### src/rtl/std_cache_pkg.sv
// Shared types and width helpers for the data-cache SRAM scheduler.
// Holds the scheduler state encoding and the counter-width functions so that
// every file sizes its counters the same way.
package std_cache_pkg;

    // Scheduler modes: clearing the valid/dirty array, or arbitrating requesters.
    typedef enum logic {
        SWEEP = 1'b0,
        ARB   = 1'b1
    } sched_state_e;

    // Width of the sweep index counter (counts 0..num_words-1).
    function automatic int unsigned sweep_cnt_w(input int unsigned num_words);
        return (num_words > 1) ? $clog2(num_words) : 1;
    endfunction

    // Width of the starvation counter (counts 0..limit inclusive).
    function automatic int unsigned starve_cnt_w(input int unsigned limit);
        return (limit > 0) ? $clog2(limit + 1) : 1;
    endfunction

    // Width of the round-robin pointer (holds a port index 1..n-1).
    function automatic int unsigned ptr_w(input int unsigned n);
        return (n > 1) ? $clog2(n) : 1;
    endfunction

endpackage

### src/rtl/dcache_sram_sched_rr_pick.sv
// Round-robin search: returns the first set mask bit at or after the pointer,
// wrapping around, as a one-hot vector (all zero when the mask is empty).
module rr_pick
    import std_cache_pkg::*;
#(
    parameter int unsigned N  = 5,
    parameter int unsigned PW = 3
) (
    input  logic [N-1:0]  mask,
    input  logic [PW-1:0] pointer,
    output logic [N-1:0]  winner
);

    logic [PW:0]   sum;
    logic [PW-1:0] idx;
    logic          found;

    // Walk the ports starting at the pointer and keep the first requester seen.
    always_comb begin
        // NOTE: every variable gets a default before the loop so no path leaves it unassigned (no latch).
        winner = '0;
        found  = 1'b0;
        sum    = '0;
        idx    = '0;
        for (int unsigned i = 0; i < N; i++) begin
            sum = {1'b0, pointer} + (PW + 1)'(i);
            if (sum >= (PW + 1)'(N)) begin
                sum = sum - (PW + 1)'(N);
            end
            idx = sum[PW-1:0];
            if (!found && mask[idx]) begin
                winner[idx] = 1'b1;
                found       = 1'b1;
            end
        end
    end

endmodule

### src/rtl/dcache_sram_sched.sv
// Data-cache SRAM scheduler: after reset (or an init request) sweeps every
// index writing zeros to clear valid/dirty state, then arbitrates one port per
// cycle onto the shared SRAM command. Port 0 (miss handler) has priority;
// the other ports share round-robin.
// Optional feature macro: DCACHE_SRAM_SCHED_STARVE_EN -- when defined, a
// round-robin requester that has lost to port 0 STARVE_LIMIT cycles in a row
// beats port 0 for one cycle.
module dcache_sram_sched
    import std_cache_pkg::*;
#(
    parameter int unsigned NR_PORTS     = 5,
    parameter int unsigned SET_ASSOC    = 8,
    parameter int unsigned INDEX_WIDTH  = 12,
    parameter int unsigned NUM_WORDS    = 256,
    parameter int unsigned LINE_WIDTH   = 128,
    parameter int unsigned STARVE_LIMIT = 4
) (
    input  logic                                    clk_i,
    input  logic                                    rst_ni,
    input  logic                                    init_ni,
    input  logic [NR_PORTS-1:0][SET_ASSOC-1:0]      req_i,
    input  logic [NR_PORTS-1:0][INDEX_WIDTH-1:0]    addr_i,
    input  logic [NR_PORTS-1:0]                     we_i,
    input  logic [NR_PORTS-1:0][LINE_WIDTH-1:0]     wdata_i,
    input  logic [NR_PORTS-1:0][LINE_WIDTH/8-1:0]   be_i,
    output logic [NR_PORTS-1:0]                     gnt_o,
    output logic [NR_PORTS-1:0]                     rvalid_o,
    output logic                                    busy_o,
    output logic [SET_ASSOC-1:0]                    req_ram_o,
    output logic [INDEX_WIDTH-1:0]                  addr_ram_o,
    output logic                                    we_ram_o,
    output logic [LINE_WIDTH-1:0]                   wdata_ram_o,
    output logic [LINE_WIDTH/8-1:0]                 be_ram_o
);

    localparam int unsigned BE_WIDTH = LINE_WIDTH / 8;
    localparam int unsigned OFFSET   = INDEX_WIDTH - $clog2(NUM_WORDS);
    localparam int unsigned CNT_W    = sweep_cnt_w(NUM_WORDS);
    localparam int unsigned PTR_W    = ptr_w(NR_PORTS);

    sched_state_e         state_q;
    logic [CNT_W-1:0]     sweep_cnt_q;
    logic [PTR_W-1:0]     ptr_q;
    logic [PTR_W-1:0]     ptr_next;
    logic [NR_PORTS-1:0]  rvalid_q;

    logic [NR_PORTS-1:0]  req_any;
    logic [NR_PORTS-1:0]  rr_mask;
    logic [NR_PORTS-1:0]  rr_gnt;
    logic                 rr_any;
    logic                 rr_granted;
    logic                 starve_win;

    // Collapse each port's way mask into a single "this port requests" bit.
    always_comb begin
        for (int unsigned p = 0; p < NR_PORTS; p++) begin
            req_any[p] = |req_i[p];
        end
        rr_mask    = req_any;
        rr_mask[0] = 1'b0;
        rr_any     = |rr_mask;
    end

    rr_pick #(
        .N  (NR_PORTS),
        .PW (PTR_W)
    ) u_rr_pick (
        .mask    (rr_mask),
        .pointer (ptr_q),
        .winner  (rr_gnt)
    );

`ifdef DCACHE_SRAM_SCHED_STARVE_EN
    localparam int unsigned STARVE_W = starve_cnt_w(STARVE_LIMIT);
    logic [STARVE_W-1:0] starve_cnt_q;

    // Round-robin side gets one forced win after STARVE_LIMIT straight losses.
    assign starve_win = (starve_cnt_q == STARVE_W'(STARVE_LIMIT)) && rr_any;

    // Count consecutive losses to port 0; any round-robin grant clears it.
    always_ff @(posedge clk_i) begin
        if (!rst_ni) begin
            starve_cnt_q <= '0;
        end else if (rr_granted) begin
            starve_cnt_q <= '0;
        end else if (gnt_o[0] && rr_any) begin
            starve_cnt_q <= starve_cnt_q + STARVE_W'(1);
        end
    end
`else
    assign starve_win = 1'b0;
`endif

    // Grant at most one port, only while arbitrating and not re-initialising.
    always_comb begin
        gnt_o = '0;
        if ((state_q == ARB) && init_ni) begin
            if (req_any[0] && !starve_win) begin
                gnt_o[0] = 1'b1;
            end else begin
                gnt_o = rr_gnt;
            end
        end
    end

    assign rr_granted = |gnt_o[NR_PORTS-1:1];

    // Pointer moves to one past the round-robin winner, skipping port 0.
    always_comb begin
        ptr_next = ptr_q;
        for (int unsigned p = 1; p < NR_PORTS; p++) begin
            if (rr_gnt[p]) begin
                ptr_next = (p == NR_PORTS - 1) ? PTR_W'(1) : PTR_W'(p + 1);
            end
        end
    end

    // Drive the shared SRAM command from the sweep or from the granted port.
    always_comb begin
        req_ram_o   = '0;
        addr_ram_o  = '0;
        we_ram_o    = 1'b0;
        wdata_ram_o = '0;
        be_ram_o    = '0;
        if (state_q == SWEEP) begin
            req_ram_o  = '1;
            addr_ram_o = INDEX_WIDTH'(sweep_cnt_q) << OFFSET;
            we_ram_o   = 1'b1;
            be_ram_o   = {BE_WIDTH{1'b1}};
        end else begin
            for (int unsigned p = 0; p < NR_PORTS; p++) begin
                if (gnt_o[p]) begin
                    req_ram_o   = req_i[p];
                    addr_ram_o  = addr_i[p];
                    we_ram_o    = we_i[p];
                    wdata_ram_o = wdata_i[p];
                    be_ram_o    = be_i[p];
                end
            end
        end
    end

    // Scheduler FSM: sweep counter, round-robin pointer and read-valid pipeline.
    always_ff @(posedge clk_i) begin
        // NOTE: sequential state uses non-blocking assignments so every register samples pre-edge values.
        if (!rst_ni) begin
            state_q     <= SWEEP;
            sweep_cnt_q <= '0;
            ptr_q       <= PTR_W'(1);
            rvalid_q    <= '0;
        end else begin
            rvalid_q <= gnt_o & ~we_i;
            if (rr_granted) begin
                ptr_q <= ptr_next;
            end
            if (!init_ni) begin
                state_q     <= SWEEP;
                sweep_cnt_q <= '0;
            end else if (state_q == SWEEP) begin
                if (sweep_cnt_q == CNT_W'(NUM_WORDS - 1)) begin
                    state_q <= ARB;
                end else begin
                    sweep_cnt_q <= sweep_cnt_q + CNT_W'(1);
                end
            end
        end
    end

    assign rvalid_o = rvalid_q;
    assign busy_o   = (state_q == SWEEP);

endmodule

### config.mk
export PLATFORM = sky130hd
export DESIGN_NAME = dcache_sram_sched
export DESIGN_NICKNAME = d
export VERILOG_FILES = /design/src/rtl/std_cache_pkg.sv /design/src/rtl/dcache_sram_sched_rr_pick.sv /design/src/rtl/dcache_sram_sched.sv
export SDC_FILE = /design/constraint.sdc
export NUM_CORES = 1
export LEC_CHECK = 0
export BUFFER_PORTS_ARGS = -buffer_cell sky130_fd_sc_hd__buf_2
export CAP_MARGIN = 20
export CORE_AREA = 2 2 388 390
export CTS_BUF_LIST = sky130_fd_sc_hd__clkbuf_4
export CTS_CLUSTER_DIAMETER = 80
export DETAILED_ROUTE_END_ITERATION = 10
export DIE_AREA = 0 0 390 392
export GPL_ROUTABILITY_DRIVEN = 0
export GPL_TIMING_DRIVEN = 0
export HOLD_SLACK_MARGIN = 0.08
export PLACE_DENSITY = 0.3
export SKIP_CTS_REPAIR_TIMING = 1
export SLEW_MARGIN = 30
export SYNTH_ARGS = -nofsm -noshare
export SYNTH_HDL_FRONTEND = slang
export SYNTH_SLANG_ARGS = --single-unit
### constraint.sdc
create_clock -name clk_i -period 4.6 [get_ports clk_i]
set_clock_uncertainty 0.15 [all_clocks]
set_input_delay 0.46 -clock clk_i [delete_from_list [all_inputs] [get_ports clk_i]]
set_output_delay 0.46 -clock clk_i [all_outputs]
set_load 0.1 [all_outputs]
# Word level (Yosys, flattened, before mapping)
# Index checks and enable logic that the tools add are counted.
dict set report word_totals {
  regBits 17
  input_bits 828
  wordCells 135
}
dict set report op_classes {
  n_addsub 10
  n_lt_le_gt_ge 15
  eq_ne 1
  mux 73
  bitwise_logic 8
  n_reduce_logical 24
}
# cell n
set op_table {}
lappend op_table {{2-to-1 mux 128 bit} 6}
lappend op_table {{2-to-1 mux 16 bit} 6}
lappend op_table {{2-to-1 mux 12 bit} 6}
lappend op_table {{2-to-1 mux 8 bit} 6}
lappend op_table {{OR reduction 8 bit} 5}
lappend op_table {{2-to-1 mux 5 bit} 6}
lappend op_table {{2-to-1 mux 3 bit} 9}
lappend op_table {{2-to-1 mux 1 bit} 23}
lappend op_table {{< comparator 3 x 4 -> 1 bit (second input constant)} 5}
lappend op_table {{OR 5 bit} 4}
lappend op_table {{greater-or-equal comparator 4 x 3 -> 1 bit (second input constant)} 4}
lappend op_table {{binary-select mux 1 bit (select 3 bit)} 5}
lappend op_table {{demux 1 bit (select 3 bit)} 5}
lappend op_table {{greater-or-equal comparator 3 x 1 -> 1 bit (second input constant)} 5}
lappend op_table {{subtractor 3 bit (second input constant)} 5}
lappend op_table {{logical AND 1 bit} 10}
lappend op_table {{adder 3 x 2 -> 4 bit (second input constant)} 2}
lappend op_table {{adder 8 x 1 -> 8 bit (second input constant)} 1}
lappend op_table {{== test 8 bit (second input constant)} 1}
lappend op_table {{AND reduction 2 bit} 3}
lappend op_table {{AND 5 bit} 1}
lappend op_table {{inverter 5 bit} 1}
lappend op_table {{adder 3 x 1 -> 4 bit (second input constant)} 1}
lappend op_table {{adder 3 x 3 -> 4 bit (second input constant)} 1}
lappend op_table {{other kinds (6)} 10}

# Longest topological paths before layout
dict set report depth {
  ltp_word 25
  ltp_mapped 15
}

# Cells and area by module
# From an unflattened synthesis, not the netlist that was laid out.
dict set report unflattened {
  hier_cells 1536
  area_unflattened_um2 10227.3
}
# module instances cells_each area_per_inst_um2
set modules_own_cells {}
lappend modules_own_cells {dcache_sram_sched 1 1348 8879.8}
lappend modules_own_cells {rr_pick 1 188 1347.5}

# Least setup slack after synthesis
# Ideal clock, no wire load.
dict set report synth_timing {
  kind {flip-flop to output port}
  start {register ptr_q[1]}
  end {output addr_ram_o[10]}
  arrival_ns 5.172
  required_ns 3.990
  slack_ns -1.182
  stages_incl_launch_ff 15
  cell_sequence {dfxtp_1 > inv_1 > ha_1 > ha_1 > and2_1 > a22o_1 > o41a_1 > a31o_1 > or3b_1 > a211o_1 > a31oi_4 > buf_4 > buf_4 > nand2_1 > a31oi_1}
}
dict set report synth_via {
  elab_cells_between_ends 84
  cone_classes {9 x add/sub; 15 x order compare; 43 x mux; 4 x bitwise; 13 x reduce/logical}
}
# element line
set synth_rtl {}
lappend synth_rtl {{start: declaration} dcache_sram_sched.sv:43} ;# logic [PTR_W-1:0] ptr_q;
lappend synth_rtl {{start signal: assignment} dcache_sram_sched.sv:154} ;# ptr_q <= ptr_next;
lappend synth_rtl {{branches (longest 16 deep; another with adder 3 x 1 -> 4 bit)} -}
lappend synth_rtl {{2-to-1 mux 5 bit *} dcache_sram_sched_rr_pick.sv:31} ;# if (!found && mask[idx]) begin
lappend synth_rtl {{2-to-1 mux 4 bit *} dcache_sram_sched.sv:98} ;# if (req_any[0] && !starve_win) begin
lappend synth_rtl {{2-to-1 mux 5 bit *} dcache_sram_sched.sv:97} ;# if ((state_q == ARB) && init_ni) begin
lappend synth_rtl {{named net gnt_o[3]} dcache_sram_sched.sv:26} ;# output logic [NR_PORTS-1:0] gnt_o,
lappend synth_rtl {{2-to-1 mux 12 bit * (2 in a row)} dcache_sram_sched.sv:132} ;# if (gnt_o[p]) begin
lappend synth_rtl {{2-to-1 mux 12 bit *} dcache_sram_sched.sv:125} ;# if (state_q == SWEEP) begin
lappend synth_rtl {{end: declaration} dcache_sram_sched.sv:30} ;# output logic [INDEX_WIDTH-1:0] addr_ram_o,
# Mark *: on every way through the listed nets, which the timed path passes. The select of a mux whose other input is x is not followed.

# Final worst setup path
dict set report layout_timing {
  start {register ptr_q[1]}
  end {output wdata_ram_o[38]}
}
dict set report layout_via {
  elab_chain_len 25
  elab_cells_between_ends 84
  cone_classes {9 x add/sub; 15 x order compare; 43 x mux; 4 x bitwise; 13 x reduce/logical}
}
# element line
set layout_rtl {}
lappend layout_rtl {{branches (longest 16 deep; another with adder 3 x 1 -> 4 bit)} -}
lappend layout_rtl {{2-to-1 mux 5 bit *} dcache_sram_sched_rr_pick.sv:31}
lappend layout_rtl {{2-to-1 mux 1 bit} dcache_sram_sched.sv:98}
lappend layout_rtl {{2-to-1 mux 5 bit *} dcache_sram_sched.sv:97}
lappend layout_rtl {{2-to-1 mux 128 bit (4 in a row)} dcache_sram_sched.sv:132}
lappend layout_rtl {{2-to-1 mux 128 bit *} dcache_sram_sched.sv:132}
lappend layout_rtl {{2-to-1 mux 128 bit *} dcache_sram_sched.sv:125}
lappend layout_rtl {{end: declaration} dcache_sram_sched.sv:32} ;# output logic [LINE_WIDTH-1:0] wdata_ram_o,
# Mark *: on every way between the ends. The select of a mux whose other input is x is not followed.

==> results.md <==
* Power density cells at 39.1 mW/mm^2
* Hold Crit Start: we_i[0]
* Worst hold path stage count at 2
* Unrepaired setup endpoints after global routing: yes
* Synth Warn # at 0
* Maxcap violations at 0
* Switching pwr at 0.273 mW
* DR DRC count at 0
* Final Slew Violations at 0
* Sink Count at 17
* Worst-skew pair later-pin latency at 0.30 ns
* Share of cells above drive strength 1 at 0.654
* Vias at 14902
* Post-DR vias/cell at 3.71
* Setup TNS at -58.94 ns
* Initial core utilization at 0.0409
* Simple logic cell fraction of the synthesized area at 0.239
* Clk network pwr share at 0.131
* Final core area utilization at 0.124
* CTS tree: yes
* Leading cell types in the layout, fill and taps excluded: 838 x buf_2, 185 x nand2_1, 179 x buf_12, 134 x a22oi_1, 132 x a222oi_1
* WL/cell at 37.1 um
* Met1 WL at 49900 um
* Commonest non-fill, non-tap cell in the layout: buf_2
* Maximum vdd drop at 55.4 uV
* Cell Int Power at 0.449 mW
* Gr ovfl total at 0
* Die Footprint at 0.153 mm^2
* Worst-Margin Slew at 1.08 ns
* Die Span X at 390 um
* CP Max Fanout at 9
* Yosys cell types at 66
* Initial DRC Count at 1706
* Synth Area in Adders at 0.0218
* Antenna Nets Post-Route at 0
* Drt total wl at 149000 um
* Reg2reg path depth at 17
* Hpwl dp at 133000 um
* PnR worst setup slack at -0.578 ns
* #FFs+latches synth at 17
* Slew headroom at 0.277
* WL met2 at 73800 um
* Post-Syn Area at 0.00609 mm^2
* CP required at 3.99 ns
* Ys async rst share at 0
* Reg-to-Reg Start: ptr_q[1]
* Sw Ratio at 0.378
* Hold crit path type: primary input to flop
* Startpoint types: flop
* WHS Endpoint: rvalid_o[0]
* Cells after synthesis at 918
* # H-tree levels at 1
* Failing checks: setup timing
* PortBufs at 1001
* R2R setup slack at 0.26 ns
* XOR/XNOR Fraction of Synth Area at 0.0129
* Worst Setup End Kind: primary output
* EDFF count, synth at 0
* Largest family of logic cells by synthesized area: compound AO/OA/AOI/OAI gates
* Final hold viol count at 0
* Fin crit period at 5.18 ns
* Tcrit/Tclk final at 1.13
* CP Data Arrival Time at 4.57 ns
* Row count at 142
* Cell area after placement at 0.0140 mm^2
* LEAKAGE at 8.14 nW
* Largest net degree at the start of global routing at 12
* WL met3 at 17000 um
* All-Layer GR Usage at 0.177
* Synth Area in Compound Gates at 0.578
* Initial antenna violation count at 172
* P&R area growth vs syn at 203%
* Root Driver: clkbuf_4
* Fin Hold WS at 0.167 ns
* Peak Freq at 0.193 GHz
* Seq/Total Area, Yosys at 0.0558
* CTS buffer count at 3
* Post-Syn Area per Cell at 6.64 um^2
* Final-layout fill cell count at 17400
* Post-synthesis mux area share at 0.00842
* Crit Path Category: flop to primary output
* Sequential share of power at 0.204
* Core Region at 0.149 mm^2
* Post-route cell area at 0.0185 mm^2
* Max Used Layer: met5
* Gate power share at 0.665
* Die Y-Extent at 392 um
* Synthesized net count at 1756
* 1st-pass router iterations at 8
* Most used DFF post-synth: dfxtp_1
* Reg clk slew, reported paths at 0.12 ns
* Final setup vio count at 165
* Reg2reg end: rvalid_o[3]
* Top Ports at 1004
* Maximum buffer depth of the clock tree at 2
* First-pass GRT wire length at 170000 um
* Layout Nets at 2841
* Via count of the first global-routing pass at 13300
* Status: complete, but fails checks
==> layout make-up <==
type	count	area, um^2	share of cell area
Multi-Input combinational cell	776	6070	0.328
Tap cell	1944	2430	0.132
Buffer	100	1050	0.0566
Sequential cell	17	352	0.0190
Antenna cell	71	178	0.00962
Clock buffer	4	30.0	0.00163
Inverter	22	105	0.00569
Timing Repair Buffer	1083	8270	0.447
==> per-layer routing <==
layer | track usage | up-vias
li1 | - | 6117
met1 | 0.180 | 7137
met2 | 0.319 | 1128
met3 | 0.0831 | 390
met4 | 0.0521 | 130
met5 | 0.0201 | -
==> metrics by stage <==
stage	instances	total power, mW	setup slack, ns
floorplan	918	0.182	-0.340
finish	4017	0.722	-0.578
global placement	3863	0.605	-2.70
detailed placement	3883	0.611	-2.10
CTS	3887	0.710	-2.30
global route	4000	0.760	-0.637
==> synthesized netlist by cell type (3+ instances only) <==
master,number,area share
o21ai_0,11,0.0090
and2_1,5,0.0051
nor2_1,29,0.018
a32oi_1,4,0.0057
nor4_1,9,0.0092
nor2b_1,6,0.0062
a21o_1,10,0.012
and3_1,10,0.010
a31oi_1,10,0.010
a22oi_1,161,0.20
and3b_1,4,0.0057
o2111ai_1,3,0.0043
a21oi_1,15,0.012
clkbuf_1,68,0.042
or4_1,3,0.0037
buf_1,4,0.0025
ha_1,9,0.018
o31ai_1,6,0.0074
dfxtp_1,17,0.056
buf_2,29,0.024
mux2i_1,4,0.0066
a222oi_1,132,0.22
nor3_1,7,0.0057
a41oi_1,3,0.0043
or3_1,5,0.0051
xor2_1,5,0.0072
nand3_1,12,0.0099
a211oi_1,6,0.0074
a221oi_1,27,0.039
o21a_1,12,0.015
inv_1,20,0.012
nand2b_1,9,0.0092
xnor2_1,4,0.0057
o211ai_1,3,0.0037
nand2_1,217,0.13
==> worst max-delay path by stage <==
stage               startpoint         endpoint  slack, ns
floorplan             ptr_q[1]         we_ram_o      -0.34
global placement     req_i[29]  wdata_ram_o[41]      -2.70
detailed placement   req_i[24]  wdata_ram_o[17]      -2.10
CTS                   ptr_q[1]  wdata_ram_o[17]      -2.30
global route          ptr_q[1]  wdata_ram_o[75]      -0.64
finish                ptr_q[1]  wdata_ram_o[38]      -0.58
==> state kept, by name (all words and copies together) (netlist names) <==
register	cells
sweep_cnt_q	8
rvalid_o	5
ptr_q	3
state_q	1
==> worst max-delay path: stages (launching register included) <==
cell       delay [ns]
dfxtp_4          0.46
inv_8            0.07
ha_4             0.17
ha_4             0.24
and2_4           0.16
a22o_1           0.21
o41a_1           0.34
a31o_4           0.24
o2111ai_2        0.16
a211o_1          0.19
a31oi_4          0.15
clkbuf_16        0.23
buf_12           0.18
a222oi_1         0.94
nand2_1          0.15
buf_6            0.24
==> cell families after synthesis <==
| family | after synthesis |
|---|---|
| AO/OA/AOI/OAI | 422 |
| adder cells (fa/ha/maj) | 10 |
| multiplexers | 5 |
| flip-flops | 17 |
| buffers and inverters | 125 |
| XOR/XNOR | 9 |
| AND/OR/NAND/NOR | 330 |
==> power by group through the flow <==
stage	registers, mW	logic [mW]	clock network, mW
floorplan	0.151	0.0310	0
global placement	0.151	0.454	0
detailed placement	0.151	0.460	0
CTS	0.148	0.463	0.0994
global route	0.147	0.509	0.104
finish	0.147	0.480	0.0946
(Power assumes the default switching activity.)
